<file path="config.mk">
export PLATFORM = sky130hd
export DESIGN_NAME = nn_layer_mac_engine
export DESIGN_NICKNAME = d
export VERILOG_FILES = /design/src/rtl/nn_layer_mac_engine.sv
export SDC_FILE = /design/constraint.sdc
export NUM_CORES = 2
export LEC_CHECK = 0
export ABC_AREA = 0
export BUFFER_PORTS_ARGS = -buffer_cell sky130_fd_sc_hd__buf_2
export CORE_ASPECT_RATIO = 1.5
export CORE_UTILIZATION = 63
export DETAILED_ROUTE_END_ITERATION = 6
export GPL_ROUTABILITY_DRIVEN = 1
export PLACE_DENSITY = 0.82
export SETUP_SLACK_MARGIN = 0.15
export SLEW_MARGIN = 20
export SYNTH_ARGS = -nofsm -noshare
export SYNTH_HDL_FRONTEND = slang
export SYNTH_SLANG_ARGS = --single-unit
</file>
<file path="constraint.sdc">
create_clock -name pclk -period 8.8 [get_ports pclk]
set_input_delay 0.44 -clock pclk [delete_from_list [all_inputs] [get_ports pclk]]
set_output_delay 0.44 -clock pclk [all_outputs]
set_load 0.005 [all_outputs]
</file>
<file path="src/rtl/nn_layer_mac_engine.sv">
// nn_layer_mac_engine
// Fully-connected layer engine. Streams one frame of N_IN unsigned pixels and
// reads the matching weight row from an external synchronous ROM (1-cycle
// latency). It accumulates N_OUT dot products in parallel, with saturation.
//
// Ports
//   pclk          clock, rising edge
//   rst           synchronous reset, active low
//   frame_start   pulse: clear lanes and begin a new frame (any state)
//   pixel_valid   pixel_in valid this cycle
//   pixel_in      unsigned pixel, PIX_W bits
//   rom_addr      weight ROM address (current pixel index)
//   weights_row   ROM q; lane k = [k*W_W +: W_W]
//   acc_out       lane results; lane k = [k*ACC_W +: ACC_W]
//   sat_flags     sticky per-lane saturation indicator
//   result_valid  one-cycle pulse when acc_out holds the final frame result
//   busy          high in ACCUM and DRAIN
//
// state | meaning
// ------+---------------------------------------------------------------
// IDLE  | waiting for frame_start; acc_out holds last result
// ACCUM | accepting pixels until index N_IN-1 has been taken
// DRAIN | last pipe entry lands in the lanes
// DONE  | result_valid high for this single cycle
module nn_layer_mac_engine #(
  parameter int N_OUT    = 10,
  parameter int N_IN     = 784,
  parameter int PIX_W    = 8,
  parameter int W_W      = 8,
  parameter int ACC_W    = 32,
  parameter int ADDR_W   = 10,
  parameter bit SIGNED_W = 1'b1
) (
  input  logic                   pclk,
  input  logic                   rst,
  input  logic                   frame_start,
  input  logic                   pixel_valid,
  input  logic [PIX_W-1:0]       pixel_in,
  output logic [ADDR_W-1:0]      rom_addr,
  input  logic [N_OUT*W_W-1:0]   weights_row,
  output logic [N_OUT*ACC_W-1:0] acc_out,
  output logic [N_OUT-1:0]       sat_flags,
  output logic                   result_valid,
  output logic                   busy
);

  typedef enum logic [1:0] {
    IDLE  = 2'd0,
    ACCUM = 2'd1,
    DRAIN = 2'd2,
    DONE  = 2'd3
  } state_t;

  localparam logic [ADDR_W-1:0]       LAST_IDX = ADDR_W'(N_IN - 1);
  localparam logic signed [ACC_W-1:0] ACC_MAX  = {1'b0, {(ACC_W-1){1'b1}}};
  localparam logic signed [ACC_W-1:0] ACC_MIN  = {1'b1, {(ACC_W-1){1'b0}}};

  state_t                    state, state_nxt;
  logic [ADDR_W-1:0]         idx;
  logic [PIX_W-1:0]          pix_q;
  logic                      pipe_vld;
  logic                      accept;
  logic signed [ACC_W-1:0]   acc     [N_OUT];
  logic signed [ACC_W-1:0]   acc_nxt [N_OUT];
  logic [N_OUT-1:0]          sat_hit;
  logic [N_OUT-1:0]          sat_q;

  assign accept = (state == ACCUM) && pixel_valid && !frame_start;

  always_comb begin
    state_nxt = state;
    if (frame_start) begin
      state_nxt = ACCUM;
    end else begin
      case (state)
        IDLE:    state_nxt = IDLE;
        ACCUM:   if (accept && (idx == LAST_IDX)) state_nxt = DRAIN;
        DRAIN:   state_nxt = DONE;
        DONE:    state_nxt = IDLE;
        default: state_nxt = IDLE;
      endcase
    end
  end

  // Lane arithmetic is done at ACC_W+1 bits. Because the running sum is
  // always held in range, the top two bits of the wide sum show overflow
  // (01) or underflow (10) directly.
  always_comb begin
    logic signed [ACC_W:0] w_ext;
    logic signed [ACC_W:0] p_ext;
    logic signed [ACC_W:0] prod;
    logic signed [ACC_W:0] sum;
    w_ext   = '0;
    p_ext   = '0;
    prod    = '0;
    sum     = '0;
    sat_hit = '0;
    for (int k = 0; k < N_OUT; k++) begin
      acc_nxt[k] = acc[k];
      if (SIGNED_W) begin
        w_ext = {{(ACC_W+1-W_W){weights_row[k*W_W+W_W-1]}}, weights_row[k*W_W +: W_W]};
      end else begin
        w_ext = {{(ACC_W+1-W_W){1'b0}}, weights_row[k*W_W +: W_W]};
      end
      p_ext = {{(ACC_W+1-PIX_W){1'b0}}, pix_q};
      prod  = p_ext * w_ext;
      sum   = {acc[k][ACC_W-1], acc[k]} + prod;
      if (sum[ACC_W:ACC_W-1] == 2'b01) begin
        acc_nxt[k] = ACC_MAX;
        sat_hit[k] = 1'b1;
      end else if (sum[ACC_W:ACC_W-1] == 2'b10) begin
        acc_nxt[k] = ACC_MIN;
        sat_hit[k] = 1'b1;
      end else begin
        acc_nxt[k] = sum[ACC_W-1:0];
      end
    end
  end

  always_ff @(posedge pclk) begin
    if (!rst) begin
      state    <= IDLE;
      idx      <= '0;
      pix_q    <= '0;
      pipe_vld <= 1'b0;
      sat_q    <= '0;
      for (int k = 0; k < N_OUT; k++) acc[k] <= '0;
    end else begin
      state <= state_nxt;
      if (frame_start) begin
        // A pending pipe entry belongs to the abandoned frame: drop it.
        idx      <= '0;
        pipe_vld <= 1'b0;
        sat_q    <= '0;
        for (int k = 0; k < N_OUT; k++) acc[k] <= '0;
      end else begin
        pipe_vld <= accept;
        if (accept) begin
          pix_q <= pixel_in;
          idx   <= idx + 1'b1;
        end
        if (pipe_vld) begin
          for (int k = 0; k < N_OUT; k++) acc[k] <= acc_nxt[k];
          sat_q <= sat_q | sat_hit;
        end
      end
    end
  end

  for (genvar g = 0; g < N_OUT; g++) begin : g_lane_out
    assign acc_out[g*ACC_W +: ACC_W] = acc[g];
  end

  assign rom_addr     = idx;
  assign sat_flags    = sat_q;
  assign result_valid = (state == DONE);
  assign busy         = (state == ACCUM) || (state == DRAIN);

endmodule

</file>
==> reports/metrics.yaml <==
port_buffers: 433
rows: 130
finalCritPeriodShare_pct: 90.6
synth_top_family_by_area: "adder cells"
fp.dieArea_mm2: 0.0861
hold_class: "input pin to register"
grt_max_degree: 169
crit_path_end_kind: "register"
critPathRequiredTime_ns: 9.28
slew_viol_final: 0
postCtsSetupBuffers: 0
outcome: "complete, no violations"
synthSimpleGateAreaFrac_pct: 11.7
avgSynthCellArea_um2: 9.61
power.net_switching_mw: 2.43
crit_path_start_kind: "register"
cts_sinks: 351
core_area_mm2: 0.0839
rsz0062_at_grt: "false"
post_cts_resized: 0
synthesis.nets: 7310
hold_end: "state[0]"
tightest_slew_ns: 1.10
cp.arrival_ns: 8.45
post_drt_via_cell_ratio: 5.89
reg2reg_depth: 29
place_ws_ns: 0.922
p_int_mw: 4.09
fillers: 6371
synth_edf_count: 320
synth-adder-area-share_pct: 46.1
dr.pass1.iters: 5
holdPathStages: 2
power.density_mw_per_mm2: 112
grt_pass1_wl_um: 219000
gr-usage-met2_pct: 57.5
p_seq_share_pct: 30.3
regToRegStartpoint: "pix_q[4]"
holdCritStartpoint: "frame_start"
fin_worst_skew_ns: 0.0208
gr-max-usage-layer: "met2"
clock_latency_ns: 0.60
vdd_ir_drop_max_mv: 0.129
clockBufferDepth: 3
overflow: 0
path_common_cell: "inv_1"
finalWirelength_um: 136000
antenna_left: 0
met1_usage_pct: 35.7
die_w_um: 240
dp.final_hpwl_um: 108000
fmax_mhz: 125
ctsHtreeMaxLevel: 2
seq_area_frac_synth_pct: 19.1
cp_slowest_cell: "dfxtp_4"
cts_tree: "yes"
grt_pass1_vias: 44421
drcViolationCount: 0
layout_commonest_cell: "ha_1"
p_leak_nw: 31.6
critPathMaxStageDelay_ns: 0.78
r2r_slack_ns: 0.83
final_net_count: 7647
start_util_pct: 63.7
synth_xor_area_share_pct: 4.65
syn_inst: 5562
setup_viol_count_final: 0
final.min_clock_period_ns: 7.97
hold_viol: 0
final_cell_mix: "ha_1 (1134), inv_1 (735), fa_1 (522)"
relSlewSlack_pct: 26.3
drive_above_1_share_pct: 10.0
drtIter0Drc: 2209
synth-compound-area-share_pct: 11.8
rr_endpoint: "acc[0][220]"
synth.cell_area_mm2: 0.0535
area_growth_pct: 8.99
power.clock.fraction_pct: 29.5
ctsHoldBuffers: 0
track_usage_pct: 32.1
cp_max_fo: 52
path_clk_slew_ns: 0.06
numCtsBuffers: 43
drv_cap: 0
ys_ff_latch: 351
synthArstFlopShare_pct: 0
grt_use_met3_pct: 5.95
gp_congestion: 0.951
synthMuxAreaShare_pct: 0.0374
synth-main-ff-cell: "edfxtp_1"
sw_frac_of_total_pct: 37.3
combPwrFrac_pct: 40.2
synth_cell_types: 81
cts-root-buf: "clkbuf_16"
setup_tns_ns: 0
fp.dieH_um: 359
drt-wirelength-per-cell_um: 19.3
vias: 41650
antenna_found_initial: 24
ys_warn_count: 0
setup_ws_ns: 0.827
ios: 434
path_class: "register to register"
[state kept, by name (all words and copies together), names as in the netlist]
signal,count
acc,320
pipe_vld,1
rom_addr,10
state,2
sat_flags,10
pix_q,8
[critical path: cells and delay by family, from the launching register on]
family                     cells  cell delay [ns]
adders and majority gates      8             2.88
AOI/OAI and AO/OA              8             1.83
and+or+nand+nor                6             1.33
buffers and inverters          6             0.84
DFF                            1             0.78
xor gates and xnor gates       1             0.16
[final cells by class]
| type | instances | area (um^2) | area share, % |
|---|---|---|---|
| multi-input combinational | 4283 | 39800 | 68.3 |
| sequential | 351 | 10300 | 17.6 |
| inverter | 746 | 2800 | 4.81 |
| timing repair buffer | 474 | 2510 | 4.31 |
| tap | 1122 | 1400 | 2.41 |
| clock buffer | 62 | 1290 | 2.21 |
| clock inverter | 17 | 189 | 0.324 |
| antenna | 17 | 42.5 | 0.0730 |
[synth_stat cells (6+ instances only)]
master,instances,area (um^2)
edfxtp_1,320,9610
clkinv_1,11,41.3
or2_2,7,43.8
xnor2_1,160,1400
nand4_1,26,163
ha_1,1134,14200
inv_1,735,2760
nand2_1,402,1510
fa_1,522,10500
a2111oi_0,9,78.8
nor2b_1,23,144
a31oi_1,43,269
nor3_1,29,145
o31ai_1,21,158
a211o_1,7,61.3
o21a_1,27,203
a31o_2,9,78.8
or3_1,17,106
o21ai_0,252,1260
o211ai_1,11,82.6
buf_1,31,116
o21bai_1,38,285
a21o_1,150,1130
a21oi_1,367,1840
a211oi_1,15,113
nand3_1,37,185
nand2b_1,51,319
a21boi_0,11,82.6
a221o_1,6,60.1
dfxtp_1,31,621
and3_1,21,131
clkbuf_1,151,567
and2_1,320,2000
xor2_1,124,1090
nor2_1,349,1310
[how the worst max path moves through the flow]
stage,from,to,slack [ns],cells past startpoint
after floorplan,pipe_vld,acc[0][0],0.81,1
after global placement,weights_row[71],acc[0][285],1.01,25
after detailed placement,weights_row[71],acc[0][285],0.92,25
after CTS,pix_q[4],acc[0][220],0.91,29
after global routing,pix_q[4],acc[0][284],0.34,25
final,pix_q[4],acc[0][220],0.83,29
[per-layer routing]
| layer | routed length, um | vias up |
|---|---|---|
| met5 | 137 | - |
| met4 | 8080 | 20 |
| li1 | - | 19516 |
| met1 | 50100 | 20342 |
| met2 | 68200 | 1340 |
| met3 | 9640 | 432 |
[cell families (layout without fill, tap and decap cells)]
logic type	after synthesis	after routing
other	0	17
muxes	2	2
adders and majority gates	1656	1656
DFF	351	351
buffers and inverters	928	1299
xor gates and xnor gates	284	284
AOI/OAI and AO/OA	1032	1032
and+or+nand+nor	1309	1309
[through the flow]
step / cells / area [um^2] / utilization [%] / hold WS [ns] / power [mW]
floorplan: 5562 / 53500 / - / 0.460 / 3.89
global placement: 6976 / 56700 / 67.6 / 0.444 / 4.50
detailed placement: 6976 / 56700 / 67.6 / 0.459 / 4.59
CTS: 7055 / 58200 / 69.4 / 0.0682 / 6.54
global route: 7065 / 58300 / 69.4 / 0.106 / 6.93
finish: 7072 / 58300 / 69.4 / 0.109 / 6.51
[power by group through the flow]
stage	registers (mW)	logic, mW	clock network (mW)
floorplan	2.00	1.90	0
global placement	2.00	2.50	0
detailed placement	2.01	2.59	0
CTS	1.97	2.62	1.95
global route	1.98	2.96	1.99
finish	1.97	2.62	1.92
(Power assumes the default switching activity.)
